**config.mk**
```make
export PLATFORM = sky130hd
export DESIGN_NAME = dual_issue_fetch
export DESIGN_NICKNAME = d
export VERILOG_FILES = /design/src/rtl/dual_issue_fetch.sv
export SDC_FILE = /design/constraint.sdc
export NUM_CORES = 1
export LEC_CHECK = 0
export ABC_AREA = 1
export CORE_ASPECT_RATIO = 1.5
export CORE_MARGIN = 5
export CORE_UTILIZATION = 35
export DETAILED_ROUTE_END_ITERATION = 7
export PLACE_DENSITY = 0.69
export SLEW_MARGIN = 10
export SYNTH_ARGS = -nofsm -noshare
export SYNTH_HDL_FRONTEND = slang
export SYNTH_SLANG_ARGS = --single-unit
```
**constraint.sdc**
```tcl
create_clock -name clk -period 2 [get_ports clk]
set_clock_uncertainty 0.05 [all_clocks]
set_input_delay 0.5 -clock clk [delete_from_list [all_inputs] [get_ports clk]]
set_output_delay 0.5 -clock clk [all_outputs]
set_load 0.05 [all_outputs]
```
**src/rtl/dual_issue_fetch.sv**
```systemverilog
// dual_issue_fetch: two-wide instruction fetch stage.
// Fetches an aligned-by-address pair {PC, PC+1} per request. Slot 0 always
// holds the even-address instruction and slot 1 the odd one; 'first' tells
// decode which slot is older. A one-entry pair buffer absorbs a response that
// arrives while decode is stalled. Branches may land while a request is still
// outstanding; that response is dropped in the DROP state.
// Optional feature: define FETCH_PERF_COUNT_EN to add the 32-bit saturating
// fetch_bubble_count output.
// Pipeline mask and NOP opcode macros below are defaults for standalone
// builds; a core that already defines them keeps its own values.

`ifndef NUM_PIPE_MASKS
`define NUM_PIPE_MASKS 5
`endif
`ifndef PIPE_REG_PC
`define PIPE_REG_PC 5'b00001
`endif
`ifndef PIPE_REG_IF_ID
`define PIPE_REG_IF_ID 5'b00010
`endif
`ifndef PIPE_REG_ID_EX
`define PIPE_REG_ID_EX 5'b00100
`endif
`ifndef PIPE_REG_EX_MEM
`define PIPE_REG_EX_MEM 5'b01000
`endif
`ifndef PIPE_REG_MEM_WB
`define PIPE_REG_MEM_WB 5'b10000
`endif
`ifndef OP_CODE_NOP
`define OP_CODE_NOP 6'b111111
`endif

module dual_issue_fetch #(
   parameter int                    ADDR_WIDTH = 16,
   parameter int                    INST_WIDTH = 32,
   parameter logic [ADDR_WIDTH-1:0] RESET_PC   = '0
) (
   input  logic                       clk,
   input  logic                       reset,
   input  logic [`NUM_PIPE_MASKS-1:0] stall0,
   input  logic [`NUM_PIPE_MASKS-1:0] stall1,
   input  logic [`NUM_PIPE_MASKS-1:0] nop0,
   input  logic [`NUM_PIPE_MASKS-1:0] nop1,
   input  logic                       branch_taken,
   input  logic [ADDR_WIDTH-1:0]      branch_address,
   output logic                       imem_req,
   output logic [ADDR_WIDTH-1:0]      imem_addr,
   input  logic                       imem_ready,
   input  logic [INST_WIDTH-1:0]      imem_data_even,
   input  logic [INST_WIDTH-1:0]      imem_data_odd,
   output logic [INST_WIDTH-1:0]      if_id_instruction0,
   output logic [INST_WIDTH-1:0]      if_id_instruction1,
   output logic [ADDR_WIDTH-1:0]      if_id_pc0,
   output logic [ADDR_WIDTH-1:0]      if_id_pc1,
   output logic                       if_id_valid0,
   output logic                       if_id_valid1,
   output logic                       first
`ifdef FETCH_PERF_COUNT_EN
   ,
   output logic [31:0]                fetch_bubble_count
`endif
);

   localparam logic [INST_WIDTH-1:0] NOP_WORD = {`OP_CODE_NOP, {(INST_WIDTH-6){1'b0}}};

   typedef enum logic [1:0] {S_FETCH, S_BUFFERED, S_DROP} state_t;

   // A fetched pair: start PC of the request plus both instructions.
   typedef struct packed {
      logic [ADDR_WIDTH-1:0] start;
      logic [INST_WIDTH-1:0] even;
      logic [INST_WIDTH-1:0] odd;
   } pair_t;

   state_t                           state_q, state_d;
   logic [ADDR_WIDTH-1:0]            pc_q, pc_d;
   logic [ADDR_WIDTH-1:0]            tgt_q, tgt_d;
   pair_t                            buf_q, buf_d;
   logic [1:0][INST_WIDTH-1:0]       inst_q, inst_d;
   logic [1:0][ADDR_WIDTH-1:0]       spc_q, spc_d;
   logic [1:0]                       vld_q, vld_d;
   logic                             first_q, first_d;

   logic                             advance;
   logic [1:0]                       kill, hold, ld;
   logic                             fetch_load, buf_load, capture, pair_avail;
   pair_t                            fetch_pair, pair_sel;
   logic [1:0][INST_WIDTH-1:0]       pair_inst;
   logic [1:0][ADDR_WIDTH-1:0]       pair_pc;

   // Decode controls: the PC only moves when neither slot freezes it.
   assign advance = ~|(stall0 & `PIPE_REG_PC) & ~|(stall1 & `PIPE_REG_PC);
   assign kill    = {|(nop1 & `PIPE_REG_IF_ID),   |(nop0 & `PIPE_REG_IF_ID)};
   assign hold    = {|(stall1 & `PIPE_REG_IF_ID), |(stall0 & `PIPE_REG_IF_ID)};

   // Where a new pair comes from this cycle (memory or buffer), if anywhere.
   assign fetch_load = (state_q == S_FETCH) & imem_ready & ~branch_taken & advance;
   assign capture    = (state_q == S_FETCH) & imem_ready & ~branch_taken & ~advance;
   assign buf_load   = (state_q == S_BUFFERED) & ~branch_taken & advance;
   assign pair_avail = fetch_load | buf_load;

   assign fetch_pair = {pc_q, imem_data_even, imem_data_odd};
   assign pair_sel   = buf_load ? buf_q : fetch_pair;

   // Steer by address parity: for an odd start the even word is start+1.
   always_comb begin
      pair_inst[0] = pair_sel.even;
      pair_inst[1] = pair_sel.odd;
      if (pair_sel.start[0]) begin
         pair_pc[0] = pair_sel.start + ADDR_WIDTH'(1);
         pair_pc[1] = pair_sel.start;
      end else begin
         pair_pc[0] = pair_sel.start;
         pair_pc[1] = pair_sel.start + ADDR_WIDTH'(1);
      end
   end

   // FSM state register.
   always_ff @(posedge clk or negedge reset) begin
      if (!reset) state_q <= S_FETCH;
      else        state_q <= state_d;
   end

   // FSM next state; a branch always wins over stall/advance.
   always_comb begin
      state_d = state_q;
      case (state_q)
         S_FETCH: begin
            if (branch_taken)                  state_d = imem_ready ? S_FETCH : S_DROP;
            else if (imem_ready && !advance)   state_d = S_BUFFERED;
         end
         S_BUFFERED: begin
            if (branch_taken || advance)       state_d = S_FETCH;
         end
         S_DROP: begin
            if (imem_ready)                    state_d = S_FETCH;
         end
         default:                              state_d = S_FETCH;
      endcase
   end

   // FSM outputs: no request while the buffer is full or reset is held.
   always_comb begin
      imem_req  = reset & (state_q != S_BUFFERED);
      imem_addr = pc_q;
   end

   // PC, saved branch target and pair buffer next-state.
   always_comb begin
      pc_d  = pc_q;
      tgt_d = tgt_q;
      buf_d = buf_q;
      case (state_q)
         S_FETCH: begin
            if (branch_taken) begin
               if (imem_ready) pc_d  = branch_address;
               else            tgt_d = branch_address;
            end else if (imem_ready) begin
               // Pair consumed either by IF/ID or by the buffer.
               pc_d = pc_q + ADDR_WIDTH'(2);
               if (capture) buf_d = fetch_pair;
            end
         end
         S_BUFFERED: begin
            if (branch_taken) pc_d = branch_address;
         end
         S_DROP: begin
            if (branch_taken) tgt_d = branch_address;
            if (imem_ready)   pc_d  = branch_taken ? branch_address : tgt_q;
         end
         default: ;
      endcase
   end

   // IF/ID slot next-state: bubble, hold, load or go empty, per slot.
   // A pair offered while a slot holds is still consumed; the hazard unit
   // keeps the PC frozen whenever IF/ID is frozen so nothing is lost.
   always_comb begin
      inst_d  = inst_q;
      spc_d   = spc_q;
      vld_d   = vld_q;
      first_d = first_q;
      ld      = '0;
      if (branch_taken) begin
         vld_d = '0;
      end else begin
         for (int k = 0; k < 2; k++) begin
            if (kill[k]) begin
               vld_d[k] = 1'b0;
            end else if (hold[k]) begin
               vld_d[k] = vld_q[k];
            end else if (pair_avail) begin
               vld_d[k]  = 1'b1;
               inst_d[k] = pair_inst[k];
               spc_d[k]  = pair_pc[k];
               ld[k]     = 1'b1;
            end else begin
               vld_d[k] = 1'b0;
            end
         end
         if (|ld) first_d = pair_sel.start[0];
      end
   end

   // Datapath registers.
   always_ff @(posedge clk or negedge reset) begin
      if (!reset) begin
         pc_q    <= RESET_PC;
         tgt_q   <= '0;
         buf_q   <= '0;
         inst_q  <= {2{NOP_WORD}};
         spc_q   <= '0;
         vld_q   <= '0;
         first_q <= 1'b0;
      end else begin
         pc_q    <= pc_d;
         tgt_q   <= tgt_d;
         buf_q   <= buf_d;
         inst_q  <= inst_d;
         spc_q   <= spc_d;
         vld_q   <= vld_d;
         first_q <= first_d;
      end
   end

   // Invalid slots always present a clean NOP to decode.
   always_comb begin
      if_id_instruction0 = vld_q[0] ? inst_q[0] : NOP_WORD;
      if_id_instruction1 = vld_q[1] ? inst_q[1] : NOP_WORD;
      if_id_pc0          = spc_q[0];
      if_id_pc1          = spc_q[1];
      if_id_valid0       = vld_q[0];
      if_id_valid1       = vld_q[1];
      first              = first_q;
   end

`ifdef FETCH_PERF_COUNT_EN
   logic [31:0] bubble_q;

   // Count cycles where IF/ID goes fully empty for reasons other than a branch.
   always_ff @(posedge clk or negedge reset) begin
      if (!reset)                                              bubble_q <= '0;
      else if (!branch_taken && vld_d == 2'b00 && bubble_q != '1) bubble_q <= bubble_q + 32'd1;
   end

   assign fetch_bubble_count = bubble_q;
`endif

endmodule

```
Word level (Yosys, flattened, before mapping) --
Index checks and enable logic that the tools add are counted.
Storage, ports and cells: register bits after elaboration 213, input bits 104, output and inout port bits 116, logic and storage cells 90
Operators by class: add/sub/neg operators 2, eq/ne operators 12, muxes and demuxes 32, bitwise logic cells 15, reduce and logical (&&, ||, !) cells 16
Operator list (number):
- $mux 16 | 8
- $mux 32 | 3
- $mux 80 | 1
- $pmux 16 s3 | 1
- $pmux 16 s2 | 1
- $add 16x1->16 const B | 1
- $add 16x2->16 const B | 1
- $reduce_and 4->1 | 4
- $mux 2 | 6
- $mux 1 | 11
- $ne 2x2->1 const B | 5
- $and 1x1->1 | 8
- $ne 3x1->1 const B | 2
- $not 1->1 | 6
- $pmux 2 s3 | 1
- $reduce_and 3->1 | 2
- $ne 2x1->1 const B | 2
- $logic_not 1->1 | 3
- $ne 3x2->1 const B | 1
- $reduce_bool 3->1 | 1
- $eq 2x1->1 const B | 1
- $eq 2x2->1 const B | 1
- $logic_not 2->1 | 1
- $reduce_and 2->1 | 1
- 5 further kinds | 5

Logic depth before layout (Yosys ltp) --
depth in word-level cells 11, depth in mapped cells 16, mapped depth without buffers 15

Worst setup path after synthesis --
Ideal clock, no wire load.
path kind register to register, start point register state_q[1], end point register spc_q, in the netlist if_id_pc0[14], library setup time 118 ps, arrival time 2088 ps, required time 1832 ps, path slack -256 ps, cell stages (with the launch flop) 17, buffers on the path 1, clock period less this slack 2256 ps, cells stage by stage dfrtp_1 -> inv_1 -> ha_1 -> inv_1 -> nor2_8 -> nand2_4 -> nand2_1 -> o21ai_4 -> buf_2 -> ha_1 -> nand3_2 -> nor2_2 -> nand3_1 -> nand2_1 -> nand3_1 -> nand2_1 -> nand2_1
RTL lines:
- start, declared | line 76 | state_t state_q, state_d;
- start signal, assigned | line 122 | else state_q <= state_d;
- end signal, assigned | line 221 | spc_q <= spc_d;
- end, declared | line 81 | logic [1:0][ADDR_WIDTH-1:0] spc_q, spc_d;

Worst setup path after layout --
start point register state_q[0], end point output imem_req
Between the ends: word-level cells in the longest chain between the ends 2
RTL lines:
- $ne 2x1->1 | line 145 | imem_req = reset & (state_q != S_BUFFERED);
- $and 1x1->1 | line 145
- end, declared | line 47 | output logic imem_req,
Every way passes these cells.

==> impl_metrics.env <==
export IMPL_drv_cap=0
export IMPL_cts_root_buf="clkbuf_16"
export IMPL_r2r_cells=17
export IMPL_hold_slack_ns=-0.009571
export IMPL_yosysWarningCount=0
export IMPL_clk_pin_slew_worst_paths_ns=0.06
export IMPL_criticalPathCategory="reg2out"
export IMPL_fin_cells=2151
export IMPL_r2r_end="if_id_pc0[15]"
export IMPL_synthArstFlopShare=1.000
export IMPL_antenna_found_initial=6
export IMPL_synthFlopType="dfrtp_1"
export IMPL_synth_top_area_cell="dfrtp_1"
export IMPL_cts_tree="yes"
export IMPL_slew_headroom=0.5233
export IMPL_die_height_um=226.1
export IMPL_hold_violations=4
export IMPL_start_util=0.3523
export IMPL_rows=79
export IMPL_ys_ff_latch=212
export IMPL_grt_max_degree=125
export IMPL_port_buffers=204
export IMPL_clockBufferDepth=3
export IMPL_rsz0062_at_grt="true"
export IMPL_finalCritPeriodShare=1.107
export IMPL_nets=1835
export IMPL_drt_iter0_drc=519
export IMPL_num_io_pins=220
export IMPL_pwr_density_cell_nw_per_um2=1313
export IMPL_max_freq_ghz=0.4518
export IMPL_hold_path_class="in2async"
export IMPL_finish_utilization=0.5554
export IMPL_crit_path_start_kind="flip-flop"
export IMPL_tightest_slew_ns=0.7150
export IMPL_status="finished with violations"
export IMPL_dp_hpwl_um=22960
export IMPL_synth_area_leaders="dfrtp_1 46%, nand2_1 16%, o21ai_0 8.9%"
export IMPL_clock_sinks=212
export IMPL_setup_viol=135
export IMPL_via_per_inst=4.984
export IMPL_yosysTopAreaCellShare=0.4592
export IMPL_synthTopCellsByCount="464 x nand2_1, 200 x dfrtp_1, 193 x o21ai_0"
export IMPL_cts_max_level=1
export IMPL_end_kind="output pin"
export IMPL_wl_um=37080
export IMPL_final_layout_size_suffix_gt1_frac=0.3061
export IMPL_postSynthAreaPerCell_um2=7.649
export IMPL_cp_arrival_ns=1.66
export IMPL_vias=10721
export IMPL_gp_congestion=0.8489
export IMPL_place_area_um2=14550
export IMPL_violations="hold timing, setup timing"
export IMPL_yosysSeqAreaShare=0.4881
export IMPL_yosysMostFrequentCell="nand2_1"
export IMPL_dieArea_um2=34840
export IMPL_area_delta_synth_final_pct=57.65
export IMPL_syn_inst=1425
export IMPL_fin_ws_ns=-0.2133
export IMPL_drc=0
export IMPL_synth_edf_count=0
export IMPL_syn_nets=1536
export IMPL_period_needed_ns=2.213
export IMPL_synth_cell_types=40
export IMPL_drt_first_pass_iters=5
export IMPL_track_usage=0.1828
export IMPL_ant_nets=0
export IMPL_tns_ns=-9.725
export IMPL_dpl_worst_slack_ns=-0.5978
export IMPL_fp_dieW_um=154.1
export IMPL_grt_pass1_vias=9791
export IMPL_power_mw=22.56
export IMPL_vdd_drop_max_mv=1.358
export IMPL_cts_made_buffers=23
export IMPL_maxSlewViolCount=0
export IMPL_r2r_start="state_q[1]"
export IMPL_reg2reg_slack_ns=-0.18
export IMPL_wl_per_cell_um=17.24
export IMPL_clk_latency_ns=0.52
export IMPL_mappedNetlistArea_um2=10900
export IMPL_cp_max_fo=2
export IMPL_design_area_um2=17180
export IMPL_crit_required_ns=1.45
export IMPL_grt_ovfl_total=0
export IMPL_fp_coreArea_um2=30940
export IMPL_grt_first_pass_wirelength_um=51980
export IMPL_p_leak_nw=8.793
export IMPL_dp_cells=2046
[critical path, stage by stage, from the launching register on]
cell     delay [ns]
dfrtp_1        0.41
ha_4           0.18
buf_4          0.14
buf_12         0.12
nor2_4         0.14
buf_12         0.16
[flip-flops by register name, indices dropped and copies added (netlist names)]
name	cells
buf_q	80
first	1
imem_addr	16
if_id_pc0	15
inst_q	64
vld_q	2
state_q	2
tgt_q	16
if_id_pc1	16
[cell families after synthesis]
logic type / after synthesis / share of synthesized area
compound gates: 325 / 0.1592
xor+xnor: 14 / 0.01194
fa+ha+maj: 7 / 0.008035
flops: 212 / 0.4881
mux: 1 / 0.001033
buf+inv: 264 / 0.1001
simple gates: 601 / 0.2312
other cells: 1 / 0.0003441
[report_power, final]
part | switching (mW) | leakage [nW] | internal (mW)
clock network | 1.75 | 0.364 | 2.48
logic | 6.33 | 5.83 | 4.13
registers | 1.49 | 2.60 | 6.39
[metal layers]
metal,GRT usage,wire (um),up-vias,share of wire
li1,-,-,5152,-
met1,0.2194,14030,5136,0.38
met2,0.3359,19910,355,0.54
met3,0.02684,1920,76,0.052
met4,0.05730,1213,2,0.033
met5,0,12,-,0.00032
[area by class of cell]
cell class / count / area (um^2)
Antenna cell: 5 / 12.51
Clock buffer: 38 / 691.9
Clock inverter: 4 / 48.80
Fill cell: 2639 / 13760
Inverter: 181 / 760.7
Multi-Input combinational cell: 949 / 5248
Sequential cell: 212 / 5325
Tap cell: 405 / 506.7
Timing Repair Buffer: 356 / 4582
Timing Repair inverter: 1 / 7.507
[worst max-delay path by stage]
stage                    start       endpoint  slack (ns)  cells past startpoint
CTS                 state_q[0]       imem_req       -0.14                      4
finish              state_q[0]       imem_req       -0.21                      5
floorplan           state_q[1]  if_id_pc0[12]       -0.16                     15
global route        state_q[1]  if_id_pc0[14]       -0.33                     15
global placement     stall0[0]  if_id_pc1[14]       -0.57                     14
detailed placement   stall0[0]  if_id_pc1[14]       -0.60                     14
[cells in the final DEF, fill, tap and decap left out, types with 12 or more instances in the layout]
cell / n
a21oi_1: 61
buf_12: 92
buf_4: 124
buf_6: 24
clkbuf_16: 41
clkdlybuf4s50_1: 88
dfrtp_1: 196
dfstp_2: 12
inv_1: 123
inv_2: 28
inv_4: 27
nand2_1: 388
nand2_2: 36
nand2_4: 56
nand3_1: 44
nor2_1: 29
o211ai_1: 16
o21ai_0: 141
o21ai_1: 65
o21ai_2: 17
xor2_1: 12
[timing repair]
action                     CTS  global route
resized for setup           66           308
hold endpoints to repair     6             0
hold buffers                 1             0
pin swaps                   16            32
setup endpoints to repair   76           201
gates cloned                 5            26
setup buffers                8            18
Power figures use the tool's default switching activity.
